--- config.mk ---
export PLATFORM = sky130hd
export DESIGN_NAME = radix_dispatcher
export DESIGN_NICKNAME = d
export VERILOG_FILES = /design/src/rtl/radix_dispatcher.sv
export SDC_FILE = /design/constraint.sdc
export NUM_CORES = 1
export LEC_CHECK = 0
export CAP_MARGIN = 20
export CORE_MARGIN = 2
export CORE_UTILIZATION = 53
export CTS_BUF_LIST = sky130_fd_sc_hd__clkbuf_16
export CTS_CLUSTER_DIAMETER = 30
export DETAILED_ROUTE_END_ITERATION = 16
export GPL_ROUTABILITY_DRIVEN = 0
export GPL_TIMING_DRIVEN = 1
export PLACE_DENSITY_LB_ADDON = 0.25
export SYNTH_ARGS = -nofsm -noshare
export SYNTH_HDL_FRONTEND = slang
export SYNTH_SLANG_ARGS = --single-unit
export TNS_END_PERCENT = 30
--- constraint.sdc ---
create_clock -name clk -period 6.8 [get_ports clk]
set_input_delay 1.7 -clock clk [delete_from_list [all_inputs] [get_ports clk]]
set_output_delay 1.7 -clock clk [all_outputs]
set_load 0.01 [all_outputs]
--- src/rtl/radix_dispatcher.sv ---
`default_nettype none
// ============================================================================
// Module   : radix_dispatcher
// Brief    : In-order request queue feeding three radix units; results retire
//            strictly in issue order through a single output register.
// Revision : 1.0 - initial release
// ============================================================================
module radix_dispatcher #(
    parameter int DATA_W = 16,
    parameter int QDEPTH = 4,
    parameter int TAG_W  = 4
) (
    input  logic                      clk,
    input  logic                      rst,
    input  logic                      in_valid,
    output logic                      in_ready,
    input  logic [1:0]                in_cond_sel,
    input  logic [3:0]                in_opcode,
    input  logic [DATA_W-1:0]         in_a,
    input  logic [DATA_W-1:0]         in_b,
    input  logic [TAG_W-1:0]          in_tag,
    output logic [2:0]                u_start,
    output logic [3:0]                u_opcode,
    output logic [DATA_W-1:0]         u_a,
    output logic [DATA_W-1:0]         u_b,
    input  logic [2:0]                u_busy,
    input  logic [2:0]                u_done,
    input  logic [6*DATA_W-1:0]       u_result,
    output logic                      out_valid,
    input  logic                      out_ready,
    output logic [2*DATA_W-1:0]       out_result,
    output logic [TAG_W-1:0]          out_tag,
    output logic [1:0]                out_unit,
    output logic [$clog2(QDEPTH):0]   q_count,
    output logic                      busy,
    output logic                      err_spurious
);
    localparam int NUM_UNITS = 3;
    localparam int RES_W     = 2 * DATA_W;
    localparam int PW        = $clog2(QDEPTH);
    localparam int CW        = PW + 1;
    localparam int ODEPTH    = 4;

    logic [1:0]           cond_mem_q [QDEPTH];
    logic [1:0]           cond_mem_d [QDEPTH];
    logic [3:0]           op_mem_q   [QDEPTH];
    logic [3:0]           op_mem_d   [QDEPTH];
    logic [DATA_W-1:0]    a_mem_q    [QDEPTH];
    logic [DATA_W-1:0]    a_mem_d    [QDEPTH];
    logic [DATA_W-1:0]    b_mem_q    [QDEPTH];
    logic [DATA_W-1:0]    b_mem_d    [QDEPTH];
    logic [TAG_W-1:0]     tag_mem_q  [QDEPTH];
    logic [TAG_W-1:0]     tag_mem_d  [QDEPTH];
    logic [PW-1:0]        wr_ptr_q, wr_ptr_d, rd_ptr_q, rd_ptr_d;
    logic [CW-1:0]        cnt_q, cnt_d;

    logic [1:0]           ord_mem_q [ODEPTH];
    logic [1:0]           ord_mem_d [ODEPTH];
    logic [1:0]           ord_wr_q, ord_wr_d, ord_rd_q, ord_rd_d;
    logic [2:0]           ord_cnt_q, ord_cnt_d;

    logic [NUM_UNITS-1:0] pending_q, pending_d, have_q, have_d;
    logic [RES_W-1:0]     hold_q    [NUM_UNITS];
    logic [RES_W-1:0]     hold_d    [NUM_UNITS];
    logic [TAG_W-1:0]     tag_reg_q [NUM_UNITS];
    logic [TAG_W-1:0]     tag_reg_d [NUM_UNITS];
    logic                 err_q, err_d;

    logic [2:0]           u_start_q, u_start_d;
    logic [3:0]           u_opcode_q, u_opcode_d;
    logic [DATA_W-1:0]    u_a_q, u_a_d, u_b_q, u_b_d;
    logic                 out_valid_q, out_valid_d;
    logic [RES_W-1:0]     out_result_q, out_result_d;
    logic [TAG_W-1:0]     out_tag_q, out_tag_d;
    logic [1:0]           out_unit_q, out_unit_d;

    logic [1:0]           w_head_cond, w_target, w_ord_head;
    logic [3:0]           w_head_op;
    logic                 w_accept, w_dispatch, w_retire;

    // Routing looks only at the queued head entry, never at the live inputs.
    always_comb begin
        w_head_cond = cond_mem_q[rd_ptr_q];
        w_head_op   = op_mem_q[rd_ptr_q];
        if (w_head_cond != 2'd3)
            w_target = w_head_cond;
        else if (w_head_op <= 4'd2)
            w_target = 2'd0;
        else if (w_head_op <= 4'd5)
            w_target = 2'd1;
        else
            w_target = 2'd2;
        w_ord_head = ord_mem_q[ord_rd_q];
        w_accept   = in_valid && in_ready;
        w_dispatch = (cnt_q != '0) && !pending_q[w_target] && !u_busy[w_target]
                     && (ord_cnt_q != 3'(ODEPTH));
        w_retire   = (ord_cnt_q != 3'd0) && have_q[w_ord_head]
                     && (!out_valid_q || out_ready);
    end

    always_comb begin
        cond_mem_d = cond_mem_q;
        op_mem_d   = op_mem_q;
        a_mem_d    = a_mem_q;
        b_mem_d    = b_mem_q;
        tag_mem_d  = tag_mem_q;
        wr_ptr_d   = wr_ptr_q + PW'(w_accept);
        rd_ptr_d   = rd_ptr_q + PW'(w_dispatch);
        cnt_d      = cnt_q + CW'(w_accept) - CW'(w_dispatch);
        if (w_accept) begin
            cond_mem_d[wr_ptr_q] = in_cond_sel;
            op_mem_d[wr_ptr_q]   = in_opcode;
            a_mem_d[wr_ptr_q]    = in_a;
            b_mem_d[wr_ptr_q]    = in_b;
            tag_mem_d[wr_ptr_q]  = in_tag;
        end
        if (rst) begin
            wr_ptr_d = '0;
            rd_ptr_d = '0;
            cnt_d    = '0;
        end
    end

    always_comb begin
        ord_mem_d  = ord_mem_q;
        ord_wr_d   = ord_wr_q + 2'(w_dispatch);
        ord_rd_d   = ord_rd_q + 2'(w_retire);
        ord_cnt_d  = ord_cnt_q + 3'(w_dispatch) - 3'(w_retire);
        pending_d  = pending_q;
        have_d     = have_q;
        hold_d     = hold_q;
        tag_reg_d  = tag_reg_q;
        err_d      = err_q;
        u_start_d  = '0;
        u_opcode_d = u_opcode_q;
        u_a_d      = u_a_q;
        u_b_d      = u_b_q;
        for (int i = 0; i < NUM_UNITS; i++) begin
            if (u_done[i]) begin
                if (pending_q[i] && !have_q[i]) begin
                    hold_d[i] = u_result[i*RES_W +: RES_W];
                    have_d[i] = 1'b1;
                end else begin
                    err_d = 1'b1;
                end
            end
        end
        // A retiring unit always has have=1, so it cannot collide with a capture.
        if (w_retire) begin
            pending_d[w_ord_head] = 1'b0;
            have_d[w_ord_head]    = 1'b0;
        end
        if (w_dispatch) begin
            u_start_d[w_target]  = 1'b1;
            u_opcode_d           = w_head_op;
            u_a_d                = a_mem_q[rd_ptr_q];
            u_b_d                = b_mem_q[rd_ptr_q];
            pending_d[w_target]  = 1'b1;
            tag_reg_d[w_target]  = tag_mem_q[rd_ptr_q];
            ord_mem_d[ord_wr_q]  = w_target;
        end
        if (rst) begin
            ord_wr_d   = '0;
            ord_rd_d   = '0;
            ord_cnt_d  = '0;
            pending_d  = '0;
            have_d     = '0;
            err_d      = 1'b0;
            u_start_d  = '0;
            u_opcode_d = '0;
            u_a_d      = '0;
            u_b_d      = '0;
        end
    end

    always_comb begin
        out_valid_d  = out_valid_q;
        out_result_d = out_result_q;
        out_tag_d    = out_tag_q;
        out_unit_d   = out_unit_q;
        if (w_retire) begin
            out_valid_d  = 1'b1;
            out_result_d = hold_q[w_ord_head];
            out_tag_d    = tag_reg_q[w_ord_head];
            out_unit_d   = w_ord_head;
        end else if (out_valid_q && out_ready) begin
            out_valid_d = 1'b0;
        end
        if (rst) begin
            out_valid_d  = 1'b0;
            out_result_d = '0;
            out_tag_d    = '0;
            out_unit_d   = '0;
        end
    end

    always_ff @(posedge clk) begin
        cond_mem_q   <= cond_mem_d;
        op_mem_q     <= op_mem_d;
        a_mem_q      <= a_mem_d;
        b_mem_q      <= b_mem_d;
        tag_mem_q    <= tag_mem_d;
        wr_ptr_q     <= wr_ptr_d;
        rd_ptr_q     <= rd_ptr_d;
        cnt_q        <= cnt_d;
        ord_mem_q    <= ord_mem_d;
        ord_wr_q     <= ord_wr_d;
        ord_rd_q     <= ord_rd_d;
        ord_cnt_q    <= ord_cnt_d;
        pending_q    <= pending_d;
        have_q       <= have_d;
        hold_q       <= hold_d;
        tag_reg_q    <= tag_reg_d;
        err_q        <= err_d;
        u_start_q    <= u_start_d;
        u_opcode_q   <= u_opcode_d;
        u_a_q        <= u_a_d;
        u_b_q        <= u_b_d;
        out_valid_q  <= out_valid_d;
        out_result_q <= out_result_d;
        out_tag_q    <= out_tag_d;
        out_unit_q   <= out_unit_d;
    end

    assign in_ready     = (cnt_q != CW'(QDEPTH));
    assign q_count      = cnt_q;
    assign u_start      = u_start_q;
    assign u_opcode     = u_opcode_q;
    assign u_a          = u_a_q;
    assign u_b          = u_b_q;
    assign out_valid    = out_valid_q;
    assign out_result   = out_result_q;
    assign out_tag      = out_tag_q;
    assign out_unit     = out_unit_q;
    assign err_spurious = err_q;
    assign busy         = (cnt_q != '0) || (pending_q != '0) || out_valid_q;

endmodule
`default_nettype wire

==> impl_results.md <==
* Height of the die at roughly 170 µm
* CP endpoint kind: flop
* Post-synthesis sequential area ratio at 72.33%
* Resize count post-CTS at 0
* HPWL after DPL at 18,850 µm
* PwrDens at ~430 mW/mm²
* Global-route wire length before repair at 49,410 µm
* # nets final at 1,315
* Hold crit path type: flop to flop
* CTS tree: done
* Post-synthesis xor/xnor area fraction at 0.4822%
* Mux contribution to synthesized area at 11.85%
* Crit share post-route at between 60% and 70%
* Worst slew pin tran at between 1 and 1.5 ns
* Commonest non-fill, non-tap cell in the layout: edfxtp_1
* Initial antenna violation count at 6
* Via-to-Cell Ratio at 5.462
* Complex-gate fraction of the synthesized area at 5.649%
* RSZ-0062 raised after global routing: false
* Max Slew Vio Count at 0
* Hold Buf Count CTS at 0
* Vias in the first global route at 8,996
* Placed cell area at 0.01715 mm²
* Gr ovfl total at 0
* Top post-synthesis cells by area: edfxtp_1, dfxtp_1, mux4_2
* Register bit count reported by yosys at 383
* Initial core utilization at 53.91%
* Row count at 60
* CTS max path bufs at 3
* Crit path required time at 7.19 ns
* Final WL at 32,020 µm
* Most frequent cells in the layout: edfxtp_1, clkdlybuf4s50_1, dfxtp_1
* Root Driver: clkbuf_16
* Adder-cell area share of the yosys netlist at 0.9644%
* Fmax at 224.4 MHz
* Clk_lat worst skew at 0.56 ns
* DRT Pass-1 Iters at 5
* Number of distinct library cells after synthesis at 44
* Area Overhead vs Synth at 34.60%
* Post-Syn Instances at 897
* Register area at 0.01052 mm²
* Hold Fails Final Rpt at 0
* Main combinational cell family by area after synthesis: multiplexers
* I/O pin total at between 200 and 250
* Setup violators final at 0
* Vias at 8,521
* Worst Path Arrival at 4.85 ns
* CP max FO at 42
* Yosys top cell area share at 58.69%
* Port Buf Inserts at approximately 230
* All-Layer GR Usage at 22.56%
* Worst Setup Start Kind: input pin
* Initial DRC Count at 576
* Mapped Nets at 1,055
* Status: completed
* Fin area at 0.01956 mm²
* Die area at 0.02876 mm²
* Core region area at between 0.02 and 0.03 mm²
* Synthesized cell area at 0.01453 mm²
* Width of the chip at 169.6 µm
* Setup tns final at 0 ns
* Max-cap violations at 0
* DRC at 0
* CTS clk-pin slew, worst paths at 0.05 ns
* Final hold slack at 0.4728 ns
* Largest net degree at the start of global routing at 96
* Yosys warns at 0
* H-tree Lvls at 3
* Kind of critical path: input pin to flop
* Final Power at 8.355 mW
* Fillers at 1,710
* Sink Count at 383
* Leakage at between 6 and 7 nW
* Synth area leader: edfxtp_1
* CTS buffer count at 70
* Routed len/inst at 20.52 µm
* Post-CTS setup buffers at 0
* Antenna Nets Post-Route at 0
* Worst slew margin at 28.45%
* Maximum vdd drop at 0.2278 mV
* Share of cells above drive strength 1 at ~16%
* Tmin final at 4.457 ns
* Area of the multi-input gates at 0.003771 mm²
* Syn avg cell area at 16.20 µm²
* Simple-gate portion of the synthesized area at 6.587%
* Layout Skew at 0.03112 ns
==> cell families (layout without fill, tap and decap cells) <==
kind of cell               Yosys count  in the layout
and+or+nand+nor                    176            176
xor gates and xnor gates             8              8
buffers and inverters               67            385
adders and majority gates           10             10
AOI/OAI and AO/OA                  136            136
other                                0              4
DFF                                383            383
muxes                              117            117
==> power breakdown <==
part	switching [mW]	internal (mW)	total (mW)	leakage, nW
registers	0.204	2.90	3.10	3.40
clock network	1.21	2.24	3.45	1.15
logic	0.957	0.847	1.80	2.27
total	2.38	5.98	8.35	6.81
==> worst paths after layout <==
path	start	end	slack, ns	depth (start not counted)
worst min register to register	u_b[0]	u_b[0]	0.47	2
worst max-delay path	out_ready	ord_cnt_q[2]	2.34	13
worst max register to register	ord_rd_q[0]	ord_cnt_q[2]	2.39	12
worst min-delay path	u_b[0]	u_b[0]	0.47	2
==> flip-flops by register name, indices dropped and copies added (netlist names), 4 cells and up <==
signal	count
a_mem_q	64
b_mem_q	64
cond_mem_q	8
hold_q	96
op_mem_q	16
ord_mem_q	8
out_result	32
out_tag	4
tag_mem_q	16
tag_reg_q	12
u_a	16
u_b	16
u_opcode	4
==> area by class of cell <==
class / instances / area share [%]
Antenna cell: 4 / 0.05118
Clock buffer: 70 / 8.957
Clock inverter: 60 / 3.282
Inverter: 13 / 0.2495
Multi-Input combinational cell: 447 / 19.28
Sequential cell: 383 / 53.77
Tap cell: 341 / 2.182
Timing Repair Buffer: 242 / 12.23
==> metal layers <==
metal  GRT usage [%]  vias up  wire length, µm
met4           8.287        4              641
met2           39.13      294            16270
li1                -     3956                -
met3           5.970       52             2406
met5               0        -               27
met1           27.27     4215            12670
==> synthesized netlist by cell type (all sizes together) <==
cell     count
clkbuf      33
a211oi      36
nand2b      76
a21bo        1
nand3        2
ha           8
a21oi       81
o22ai        1
edfxtp     284
o2bb2ai      1
nand4bb      1
a31oi        2
and2         2
a2bb2oi      1
o21ai        5
xnor2        8
or2          1
a2111o       1
a21o         1
o31ai        3
or2b         1
dfxtp       99
mux4        44
nand3b       1
and3         4
nand2       12
fa           2
nor2        51
nor2b       10
mux2i       73
nor4         1
nor3b        4
inv         13
nor3         9
or3          1
buf         21
o31a         1
o32ai        2
==> stage by stage <==
step / worst slack (ns) / cells / utilization [%]
after floorplan: 1.360 / 897 / -
after global placement: 1.922 / 1426 / 63.65
after detailed placement: 1.868 / 1426 / 63.65
after CTS: 2.327 / 1556 / 72.53
after global routing: 2.068 / 1559 / 72.56
final: 2.343 / 1560 / 72.57
==> worst max-delay path, cell delays in order <==
cell,delay (ns)
clkdlybuf4s50_1,0.46
nand2b_1,0.16
o31a_1,0.17
buf_4,0.42
nand2_1,0.15
inv_2,0.59
ha_1,0.22
inv_1,0.04
ha_1,0.19
fa_1,0.39
xnor2_1,0.17
xnor2_1,0.13
nor2_1,0.05
Power figures use the tool's default switching activity.
